`config.mk`:
```
export PLATFORM = sky130hd
export DESIGN_NAME = i2s_tx_serializer
export DESIGN_NICKNAME = d
export VERILOG_FILES = /design/src/rtl/audio_pkg.sv /design/src/rtl/i2s_slot_mux.sv /design/src/rtl/i2s_tx_serializer.sv
export SDC_FILE = /design/constraint.sdc
export NUM_CORES = 1
export LEC_CHECK = 0
export ABC_AREA = 1
export BUFFER_PORTS_ARGS = -buffer_cell sky130_fd_sc_hd__buf_4
export CAP_MARGIN = 5
export CORE_MARGIN = 2
export CORE_UTILIZATION = 30
export DETAILED_ROUTE_END_ITERATION = 16
export PLACE_DENSITY = 0.51
export SYNTH_ARGS = -nofsm -noshare
export SYNTH_HDL_FRONTEND = slang
export SYNTH_SLANG_ARGS = --single-unit
```
`constraint.sdc`:
```
create_clock -name MCLK -period 2.2 [get_ports MCLK]
set_clock_uncertainty 0.15 [all_clocks]
set_input_delay 0 -clock MCLK [delete_from_list [all_inputs] [get_ports MCLK]]
set_output_delay 0 -clock MCLK [all_outputs]
set_load 0.005 [all_outputs]
```
`src/rtl/audio_pkg.sv`:
```
// Shared audio constants for the I2S transmit path: frame geometry, bit-clock divider
// and the counter value at which new samples are loaded.
package audio_pkg;

    localparam int FRAME_LEN    = 256;
    localparam int BCK_DIV      = 4;
    localparam int SLOTS_PER_CH = 32;

    localparam int CNT_W    = $clog2(FRAME_LEN);
    localparam int SLOT_W   = $clog2(SLOTS_PER_CH);
    localparam int SLOT_LSB = $clog2(BCK_DIV);
    localparam int BCK_BIT  = SLOT_LSB - 1;

    localparam logic [CNT_W-1:0] LOAD_CNT = 8'hFF;

    typedef enum logic {
        CH_LEFT  = 1'b0,
        CH_RIGHT = 1'b1
    } chan_e;

endpackage

```
`src/rtl/i2s_slot_mux.sv`:
```
// Combinational slot-to-bit mapper: picks the channel word and emits its bits MSB first
// in slots 1..SAMPLE_W, zero in slot 0 and in every slot past the sample.
module i2s_slot_mux
    import audio_pkg::*;
#(
    parameter int SAMPLE_W = 24
) (
    input  logic                ch,
    input  logic [SLOT_W-1:0]   slot,
    input  logic [SAMPLE_W-1:0] tx_l,
    input  logic [SAMPLE_W-1:0] tx_r,
    output logic                bit_out
);

    logic [SAMPLE_W-1:0] word;
    int                  slot_i;

    always_comb begin
        word    = (ch == CH_RIGHT) ? tx_r : tx_l;
        slot_i  = int'(slot);
        bit_out = 1'b0;
        // Slot s carries word[SAMPLE_W - s]; slot 0 and slots above SAMPLE_W never match.
        for (int i = 0; i < SAMPLE_W; i++) begin
            if (slot_i == SAMPLE_W - i) begin
                bit_out = word[i];
            end
        end
    end

endmodule

```
`src/rtl/i2s_tx_serializer.sv`:
```
// Double-buffered I2S transmitter: captures strobed L/R samples, loads them at frame end
// and shifts them out MSB first. Build option I2S_MUTE_ON_UNDERRUN_EN mutes a starved channel.
module i2s_tx_serializer
    import audio_pkg::*;
#(
    parameter int IN_W     = 36,
    parameter int SAMPLE_W = 24
) (
    input  logic            MCLK,
    input  logic            RESET,
    input  logic [IN_W-1:0] DATA_LEFT_IN,
    input  logic [IN_W-1:0] DATA_RIGHT_IN,
    input  logic            SAMPLING_POINT_LEFT_IN,
    input  logic            SAMPLING_POINT_RIGHT_IN,
    output logic            BCK_OUT,
    output logic            LRCK_OUT,
    output logic            SDATA_OUT,
    output logic            UNDERRUN_OUT
);

`ifdef I2S_MUTE_ON_UNDERRUN_EN
    localparam bit MUTE_ON_UNDERRUN = 1'b1;
`else
    localparam bit MUTE_ON_UNDERRUN = 1'b0;
`endif

    logic [CNT_W-1:0]    cnt256;
    logic [SAMPLE_W-1:0] pend_l;
    logic [SAMPLE_W-1:0] pend_r;
    logic                pend_vl;
    logic                pend_vr;
    logic [SAMPLE_W-1:0] tx_l;
    logic [SAMPLE_W-1:0] tx_r;

    logic                load;
    logic [SAMPLE_W-1:0] cap_l;
    logic [SAMPLE_W-1:0] cap_r;
    logic [SAMPLE_W-1:0] tx_l_nxt;
    logic [SAMPLE_W-1:0] tx_r_nxt;
    logic                ch;
    logic [SLOT_W-1:0]   slot;
    logic                mux_bit;

    assign load  = (cnt256 == LOAD_CNT);
    assign cap_l = DATA_LEFT_IN[IN_W-1 -: SAMPLE_W];
    assign cap_r = DATA_RIGHT_IN[IN_W-1 -: SAMPLE_W];
    assign ch    = cnt256[CNT_W-1];
    assign slot  = cnt256[SLOT_LSB +: SLOT_W];

    // The low input bits below the transmitted field are intentionally dropped.
    generate
        if (IN_W > SAMPLE_W) begin : g_drop_low
            logic unused_low;
            assign unused_low = ^{DATA_LEFT_IN[IN_W-SAMPLE_W-1:0],
                                  DATA_RIGHT_IN[IN_W-SAMPLE_W-1:0]};
        end
    endgenerate

    // Starved channel either repeats its last word or goes silent.
    always_comb begin
        tx_l_nxt = MUTE_ON_UNDERRUN ? '0 : tx_l;
        tx_r_nxt = MUTE_ON_UNDERRUN ? '0 : tx_r;
        if (pend_vl) begin
            tx_l_nxt = pend_l;
        end
        if (pend_vr) begin
            tx_r_nxt = pend_r;
        end
    end

    // Frame counter
    always_ff @(posedge MCLK) begin
        if (RESET) begin
            cnt256 <= '0;
        end else begin
            cnt256 <= cnt256 + 1'b1;
        end
    end

    // Capture buffer: a strobe coincident with a load still wins the valid flag.
    always_ff @(posedge MCLK) begin
        if (RESET) begin
            pend_l  <= '0;
            pend_r  <= '0;
            pend_vl <= 1'b0;
            pend_vr <= 1'b0;
        end else begin
            if (SAMPLING_POINT_LEFT_IN) begin
                pend_l  <= cap_l;
                pend_vl <= 1'b1;
            end else if (load) begin
                pend_vl <= 1'b0;
            end
            if (SAMPLING_POINT_RIGHT_IN) begin
                pend_r  <= cap_r;
                pend_vr <= 1'b1;
            end else if (load) begin
                pend_vr <= 1'b0;
            end
        end
    end

    // Transmit buffer
    always_ff @(posedge MCLK) begin
        if (RESET) begin
            tx_l <= '0;
            tx_r <= '0;
        end else if (load) begin
            tx_l <= tx_l_nxt;
            tx_r <= tx_r_nxt;
        end
    end

    i2s_slot_mux #(
        .SAMPLE_W (SAMPLE_W)
    ) u_slot_mux (
        .ch      (ch),
        .slot    (slot),
        .tx_l    (tx_l),
        .tx_r    (tx_r),
        .bit_out (mux_bit)
    );

    // Output register stage: every output lags cnt256 by one cycle.
    always_ff @(posedge MCLK) begin
        if (RESET) begin
            BCK_OUT      <= 1'b0;
            LRCK_OUT     <= 1'b0;
            SDATA_OUT    <= 1'b0;
            UNDERRUN_OUT <= 1'b0;
        end else begin
            BCK_OUT      <= cnt256[BCK_BIT];
            LRCK_OUT     <= cnt256[CNT_W-1];
            SDATA_OUT    <= mux_bit;
            UNDERRUN_OUT <= load & ~(pend_vl & pend_vr);
        end
    end

endmodule

```
==> flow_summary.json, run 1 <==
{
  "avgRoutedWirePerCell_um": 13.5,
  "synth_top_area_share_pct": 50.2,
  "hp-class": "input pin to flop",
  "clkTransAtPathRegs_ns": 0.07,
  "overflow": 0,
  "start_util_pct": 30.4,
  "synthFlopType": "dfxtp_1",
  "fin_crit_sh_pct": 97.7,
  "synth_area_per_cell_um2": 7.39,
  "slew_viol_final": 0,
  "synth_top_area_cell": "dfxtp_1",
  "muxShareOfSynthArea_pct": 0,
  "die_w_um": 125,
  "tritoncts": "yes",
  "synth_commonest_cells": "nor2_1, dfxtp_1, nand2_1",
  "dr.first_iter.drc_count": 191,
  "cts_max_level": 3,
  "fillers": 1471,
  "vias": 4347,
  "ioPinCount": 80,
  "yosysMostFrequentCell": "nor2_1",
  "startpoint_type": "flop",
  "total_power_uw": 4130,
  "fin_crit_ns": 2.15,
  "final.setup.worst_slack_ns": 0.0511,
  "gp_congestion": 0.871,
  "num_rows": 44,
  "ys_seq_elements": 110,
  "rsz0062_at_grt": "yes",
  "pre_cts_slack_ns": -0.0346,
  "grtUsageTotal_pct": 16.7,
  "cts_sinks": 110,
  "synth_top_family_by_area": "simple AND/OR/NAND/NOR gates",
  "leakagePower_uw": 0.00266,
  "synth_top_cells_by_area": "dfxtp_1, nor2_1, o21ai_0",
  "synth_edf_count": 0,
  "slowest_stage": "dfxtp_4",
  "core-area_um2": 14400,
  "synth_xor_area_share_pct": 0.199,
  "path_delay_family": "simple AND/OR/NAND/NOR gates",
  "clkLatencyLatePin_ns": 0.35,
  "synth-compound-area-share_pct": 18.3,
  "worstPathCellList": "buf_8, nand2_4, nand2_2, nand3_2, nand2_2, nor2_2, nand3_1, nand2_1, nand3_2, nand2_1, nand4_1, nand2_1, nand4_1, nand2_1, nand4_1, nand2_1, nand4_1, nand2_1, inv_1",
  "grt_pass1_vias": 4337,
  "end_kind": "flop",
  "cts_buffers": 9,
  "cp_max_fo": 6,
  "crit_arrival_ns": 2.25,
  "relSlewSlack_pct": 48.0,
  "yosys.area_share.simple_pct": 23.7,
  "synth_area_um2": 4390,
  "grt_pass1_wl_mm": 21.1,
  "post-route-drc-count": 0,
  "multi_input_area_um2": 1920,
  "async_reset_ff_share_pct": 0,
  "finalWirelength_mm": 12.5,
  "finalHoldViolCount": 0,
  "seq_area_frac_synth_pct": 50.2,
  "drive_above_1_share_pct": 16.6,
  "drv_cap": 0,
  "dp_hpwl_mm": 8.33,
  "dieHeight_um": 125,
  "synth_cells": 594,
  "num_antenna_cells": 0,
  "postRouteAntennaNets": 0,
  "synth.distinct_cells": 28,
  "cp.required_ns": 2.30,
  "tightest_slew_ns": 0.760,
  "grt_antenna_before_repair": 0,
  "cts_buffer_depth": 2,
  "synthToLayoutAreaGrowth_pct": 46.1,
  "critPathBufInv": 2,
  "synth_fa_ha_area_share_pct": 0.285,
  "status": "completed",
  "fmax_mhz": 465,
  "power.density_nw_per_um2": 645,
  "ys_warn_count": 0,
  "peakVddDrop_uv": 325,
  "cp_common_cell": "nand2_1",
  "critPathKind": "flop to flop",
  "grt_max_degree": 47,
  "regArea_um2": 2220,
  "setup_viol": 0,
  "fp.dieArea_um2": 15600,
  "drt_first_pass_iters": 4,
  "via_per_inst": 4.69,
  "cpPeakStageDelay_ns": 0.38,
  "cts_root_buffer": "clkbuf_16",
  "portBuffers": 55,
  "fin_nets": 814,
  "synth_nets": 671
}
## per-layer routing
metal / wire [µm] / global-route usage [%]
met5: 0 / 0
met2: 6160 / 28.6
met4: 172 / 5.56
met1: 5720 / 21.2
met3: 437 / 3.00
## cell type report
class / instances / share of cell area (%)
flip-flops and latches: 110 / 34.6
multi-input cells: 404 / 29.9
repair buffers: 172 / 24.8
clock buffers: 11 / 3.79
well taps: 184 / 3.59
inverters: 40 / 2.46
clock inverters: 5 / 0.878
## final timing paths
check                         start                    to  slack, ns  cells past startpoint
max reg2reg    cnt256[7]$_SDFF_PP0_  SDATA_OUT$_SDFF_PP0_       0.05                     19
max            cnt256[7]$_SDFF_PP0_  SDATA_OUT$_SDFF_PP0_       0.05                     19
min reg2reg    cnt256[1]$_SDFF_PP0_    BCK_OUT$_SDFF_PP0_       0.30                      2
min          SAMPLING_POINT_LEFT_IN  pend_vl$_SDFFE_PP0P_       0.16                      3
## per-stage QoR
step	utilization [%]	area (µm²)	setup TNS [ns]	std cells	hold WS, ns
CTS	43.9	6330	0	924	0.173
finish	44.5	6410	0	926	0.163
floorplan	-	4390	0	594	-0.0151
global placement	34.8	5020	-0.0386	810	0.0716
detailed placement	34.8	5020	-0.0346	810	0.0746
global route	44.5	6410	-0.0935	926	0.241
## repair_timing
| item | in CTS | in global routing |
|---|---|---|
| pin swaps | 1 | 10 |
| setup buffers | 0 | 2 |
| gates resized for setup | 7 | 23 |
| endpoints found under the setup margin | 1 | 32 |
| hold endpoints to repair | 83 | 0 |
| gates cloned | 1 | 0 |
| hold buffers | 97 | 0 |
## sequential cells by signal, summed over array words and instances, names as in the netlist, 8 cells and up
signal and count:
pend_l 24, pend_r 24, tx_l 24, tx_r 24
cnt256 8
## cells by family after synthesis
kind of cell / after synthesis
AO/OA/AOI/OAI: 150
flip-flops: 110
adder cells (fa/ha/maj): 1
AND/OR/NAND/NOR: 252
XOR/XNOR: 1
buffers and inverters: 80
## layout by cell type (no fill, tap or decap), types with 3 or more instances in the layout
master	netlist	routed
a21oi_1	53	53
buf_4	3	71
clkbuf_16	0	9
dfxtp_1	110	104
dfxtp_2	0	3
dfxtp_4	0	3
dlygate4sd3_1	0	97
inv_1	32	32
inv_2	6	6
nand2_1	79	73
nand2_2	4	8
nand3_1	35	33
nand3_2	1	3
nand4_1	9	9
nor2_1	118	116
nor2_2	4	5
o2111ai_1	8	8
o21ai_0	63	61
o21ai_1	19	20
## worst reg2reg max path, stage by stage, from the launching register on
cell	delay [ns]
dfxtp_4	0.38
buf_8	0.14
nand2_4	0.05
nand2_2	0.04
nand3_2	0.07
nand2_2	0.05
nor2_2	0.11
nand3_1	0.09
nand2_1	0.09
nand3_2	0.06
nand2_1	0.06
nand4_1	0.08
nand2_1	0.08
nand4_1	0.12
nand2_1	0.10
nand4_1	0.08
nand2_1	0.09
nand4_1	0.09
nand2_1	0.08
inv_1	0.04
## report_power, final
part           switching [µW]  total (µW)  internal [µW]
sequential               46.1        2100           2060
combinational             152         388            236
clock                     729        1640            915
Note: power is estimated with default switching activity, not from simulation.
==> inputs of run 2 (changes only) <==
CORE_UTILIZATION = 55   (was 30)
PLACE_DENSITY = 0.82   (was 0.51)
==> flow_summary.json, run 2 (synthesis gave the netlist of run 1 again) <==
{
  "rrSetupSlack_ns": 0.13,
  "rsz0062_at_grt": "yes",
  "clkTransAtPathRegs_ns": 0.12,
  "cts_sinks": 110,
  "num_antenna_cells": 0,
  "grt_antenna_before_repair": 0,
  "dr.first_iter.drc_count": 268,
  "slew_viol_final": 0,
  "grt_pass1_wl_mm": 21.5,
  "drive_above_1_share_pct": 14.4,
  "tritoncts": "yes",
  "post-route-drc-count": 0,
  "cts_buffer_depth": 2,
  "clkLatencyLatePin_ns": 0.37,
  "finalHoldViolCount": 0,
  "grt_max_degree": 74,
  "avgRoutedWirePerCell_um": 16.0,
  "critPathKind": "input pin to flop",
  "leakagePower_uw": 0.00252,
  "cp_common_cell": "dlygate4sd3_1",
  "relSlewSlack_pct": 59.4,
  "power.density_nw_per_um2": 605,
  "num_rows": 32,
  "fin_crit_sh_pct": 97.1,
  "fp.dieArea_um2": 8710,
  "via_per_inst": 5.53,
  "start_util_pct": 56.8,
  "layout_commonest_cell": "nor2_1",
  "grt_pass1_vias": 4586,
  "path_delay_family": "buffers and inverters",
  "peakVddDrop_uv": 513,
  "finalWirelength_mm": 13.4,
  "fmax_mhz": 468,
  "final.setup.worst_slack_ns": 0.0635,
  "pre_cts_slack_ns": 0.0481,
  "portBuffers": 55,
  "grtUsageTotal_pct": 31.4,
  "fin_crit_ns": 2.14,
  "end_kind": "flop",
  "cts_buffers": 9,
  "fillers": 484,
  "cp.required_ns": 2.37,
  "overflow": 0,
  "cp_max_fo": 73,
  "crit_arrival_ns": 2.31,
  "drv_cap": 0,
  "tns_ns": 0,
  "core-area_um2": 7730,
  "synthToLayoutAreaGrowth_pct": 38.6,
  "die_w_um": 93.3,
  "slowest_stage": "dlygate4sd3_1",
  "tightest_slew_ns": 0.594,
  "cts_root_buffer": "clkbuf_8",
  "cpPeakStageDelay_ns": 0.59,
  "ioPinCount": 80,
  "dieHeight_um": 93.3,
  "status": "completed",
  "fin_nets": 808,
  "cts_max_level": 3,
  "dp_hpwl_mm": 7.61,
  "gp_congestion": 0.907,
  "drt_first_pass_iters": 5,
  "worstPathCellList": "dlygate4sd3_1, buf_4, clkinv_1, buf_6, o21ai_0, nor2_1, dlygate4sd3_1",
  "vias": 4633,
  "final_cell_mix": "nor2_1, dfxtp_1, dlygate4sd3_1, nand2_1, buf_4",
  "startpoint_type": "input pin",
  "postRouteAntennaNets": 0,
  "setup_viol": 0,
  "hp-class": "input pin to flop",
  "critPathBufInv": 5
}
-- run 2: final timing paths --
check	cells past startpoint	start	end
min	3	SAMPLING_POINT_LEFT_IN	pend_vl$_SDFFE_PP0P_
max	7	RESET	pend_l[13]$_SDFFE_PP0P_
max reg2reg	13	cnt256[6]$_SDFF_PP0_	SDATA_OUT$_SDFF_PP0_
min reg2reg	2	cnt256[1]$_SDFF_PP0_	BCK_OUT$_SDFF_PP0_
-- run 2: stage by stage --
step           power [µW]  util [%]  area [µm²]  std cells  hold slack [ns]
5_1_grt              3820      78.7        6080        838            0.197
3_3_place_gp         2370      63.3        4890        723           0.0704
4_1_cts              3660      78.3        6050        836            0.122
3_5_place_dp         2380      63.3        4890        723           0.0778
2_1_floorplan        2270         -        4390        594          -0.0151
6_report             3680      78.7        6080        838            0.172
-- run 2: worst min-delay path: cells and delay by family --
family	cells	cell delay [ns]
AO/OA/AOI/OAI	1	0.20
buffers and inverters	2	0.46
-- run 2: final cells by class --
type | instances | area [µm²] | area share, %
clock buffer | 10 | 128 | 2.10
clock inverter | 6 | 61.3 | 1.01
inverter | 40 | 153 | 2.51
multi-input combinational | 404 | 1870 | 30.8
sequential | 110 | 2210 | 36.3
tap | 102 | 128 | 2.10
timing repair buffer | 166 | 1530 | 25.1
-- run 2: repair_timing --
item	CTS	global route
endpoints found under the hold margin	83	0
hold buffers	97	0
buffers inserted	0	2
setup endpoints to repair	0	88
resized for setup	0	11
-- run 2: routing by layer --
metal | part of all wire [%] | GRT usage (%) | up-vias
li1 | - | - | 2228
met4 | 3.1 | 12.3 | 0
met5 | 0 | 0 | -
met1 | 40 | 36.7 | 2174
met2 | 51 | 56.8 | 192
met3 | 6.0 | 5.48 | 39
-- run 2: power breakdown --
| part | internal, µW | switching (µW) | total, µW |
|---|---|---|---|
| registers | 2060 | 44.6 | 2100 |
| logic | 236 | 180 | 415 |
| clock network | 441 | 723 | 1160 |
| total | 2740 | 947 | 3680 |
==> inputs of run 3 (changes only) <==
clock period = 2 ns   (was 2.2 ns; I/O delays follow)
==> flow_summary.json, run 3 (synthesis gave the netlist of run 1 again) <==
{
  "post-route-drc-count": 0,
  "num_antenna_cells": 0,
  "cts_max_level": 3,
  "setup_viol": 1,
  "dr.first_iter.drc_count": 291,
  "vias": 4835,
  "min_to": "pend_vl$_SDFFE_PP0P_",
  "synthToLayoutAreaGrowth_pct": 43.8,
  "grt_max_degree": 74,
  "cp.required_ns": 2.15,
  "grtUsageTotal_pct": 35.1,
  "grt_pass1_wl_mm": 23.7,
  "final_cell_mix": "nor2_1, dfxtp_1, dlygate4sd3_1, buf_4, nand2_1",
  "cts_buffers": 9,
  "reg2reg_to": "SDATA_OUT$_SDFF_PP0_",
  "fin_crit_ns": 2.02,
  "cp_max_fo": 7,
  "reg2reg_depth": 19,
  "fp.dieArea_um2": 8710,
  "grt_pass1_vias": 4878,
  "hold_path_startpoint": "SAMPLING_POINT_LEFT_IN",
  "drv_cap": 0,
  "leakagePower_uw": 0.00263,
  "portBuffers": 55,
  "timing.rr.start": "cnt256[7]$_SDFF_PP0_",
  "cts_buffer_depth": 2,
  "fin_crit_sh_pct": 101,
  "final.setup.worst_slack_ns": -0.0166,
  "status": "finished with violations",
  "fin_nets": 823,
  "postRouteAntennaNets": 0,
  "cts_sinks": 110,
  "ioPinCount": 80,
  "post-route-util_pct": 81.7,
  "num_rows": 32,
  "crit_arrival_ns": 2.17,
  "grt_antenna_before_repair": 0,
  "peakVddDrop_uv": 544,
  "violations": "negative setup slack",
  "end_kind": "flop",
  "overflow": 0,
  "rsz0062_at_grt": "yes",
  "cts_root_buffer": "clkbuf_8",
  "relSlewSlack_pct": 70.1,
  "hp-class": "input pin to flop",
  "drt_first_pass_iters": 5,
  "slew_viol_final": 0,
  "clkLatencyLatePin_ns": 0.39,
  "core-area_um2": 7730,
  "pre_cts_slack_ns": -0.131,
  "gp_congestion": 0.949,
  "holdPathStages": 3,
  "drive_above_1_share_pct": 17.6,
  "power.density_nw_per_um2": 669,
  "start_util_pct": 56.8,
  "clkTransAtPathRegs_ns": 0.12,
  "tritoncts": "yes",
  "finalWirelength_mm": 14.6,
  "critPathKind": "flop to flop",
  "startpoint_type": "flop",
  "dieHeight_um": 93.3,
  "avgRoutedWirePerCell_um": 17.1,
  "die_w_um": 93.3,
  "finalHoldViolCount": 0,
  "rrSetupSlack_ns": -0.02,
  "layout_commonest_cell": "nor2_1",
  "tightest_slew_ns": 0.448,
  "dp_hpwl_mm": 7.53,
  "fmax_mhz": 496,
  "via_per_inst": 5.67
}
## run 3: changes by cell type in the layout (fill, tap and decap cells not counted), sizes merged
cell,previous run,this run
buf,69,83
clkinv,3,2
bufinv,0,1
clkbuf,10,11
inv,42,43
clkinvlp,1,0
## run 3: worst max path at each step
stage	startpoint	endpoint	slack, ns	cells after the start
2_1_floorplan	cnt256[2]$_SDFF_PP0_	SDATA_OUT$_SDFF_PP0_	0.24	19
5_1_grt	cnt256[7]$_SDFF_PP0_	SDATA_OUT$_SDFF_PP0_	-0.28	19
6_report	cnt256[7]$_SDFF_PP0_	SDATA_OUT$_SDFF_PP0_	-0.02	19
4_1_cts	cnt256[0]$_SDFF_PP0_	tx_l[13]$_SDFFE_PP0P_	-0.0005	9
3_5_place_dp	cnt256[0]$_SDFF_PP0_	UNDERRUN_OUT$_SDFF_PP0_	-0.13	7
3_3_place_gp	cnt256[0]$_SDFF_PP0_	UNDERRUN_OUT$_SDFF_PP0_	-0.07	7
## run 3: layout make-up
cell class	instances	area (µm²)
Clock buffer	10	128
Multi-Input combinational cell	404	1920
Inverter	40	153
Sequential cell	110	2210
Tap cell	102	128
Fill cell	460	1420
Timing Repair Buffer	181	1690
Clock inverter	6	83.8
## run 3: layer usage
layer	up-vias	global-route usage [%]	share of wire (%)
met5	-	0	0
met4	0	14.8	3.9
met3	63	7.66	6.9
met2	267	61.6	50
met1	2252	41.2	39
li1	2253	-	-
## run 3: repair_timing
| action | in CTS | in global routing |
|---|---|---|
| pin swaps | 0 | 12 |
| endpoints found under the setup margin | 2 | 97 |
| hold endpoints to repair | 83 | 0 |
| cloned | 0 | 1 |
| buffers inserted | 0 | 3 |
| gates resized for setup | 3 | 27 |
| hold buffers | 97 | 0 |
## run 3: power by group
group	switching, µW	internal, µW	total, µW
Clock	818	613	1430
Combinational	205	272	476
Sequential	52.7	2270	2320
Total	1070	3150	4230
## run 3: per-stage QoR
stage / area [µm²] / hold slack, ns / TNS (ns) / instances / power, µW
global placement: 5000 / 0.0706 / -0.0687 / 736 / 2610
floorplan: 4390 / -0.0151 / 0 / 594 / 2500
detailed placement: 5000 / 0.0754 / -0.159 / 736 / 2630
finish: 6310 / 0.175 / -0.0166 / 853 / 4230
CTS: 6190 / 0.117 / -0.000498 / 849 / 4180
global route: 6310 / 0.209 / -0.575 / 853 / 4380
## run 3: worst max-delay path: stages, from the launching register on
cell,delay (ns)
dfxtp_4,0.39
buf_6,0.13
nand2_1,0.05
nand2_1,0.06
nand3_2,0.07
nand2_1,0.05
nor2_1,0.09
nand3_1,0.08
nand2_1,0.07
nand3_1,0.06
nand2_1,0.06
nand4_1,0.08
nand2_1,0.08
nand4_1,0.08
nand2_1,0.08
nand4_1,0.08
nand2_1,0.08
nand4_1,0.08
nand2_1,0.07
inv_1,0.03
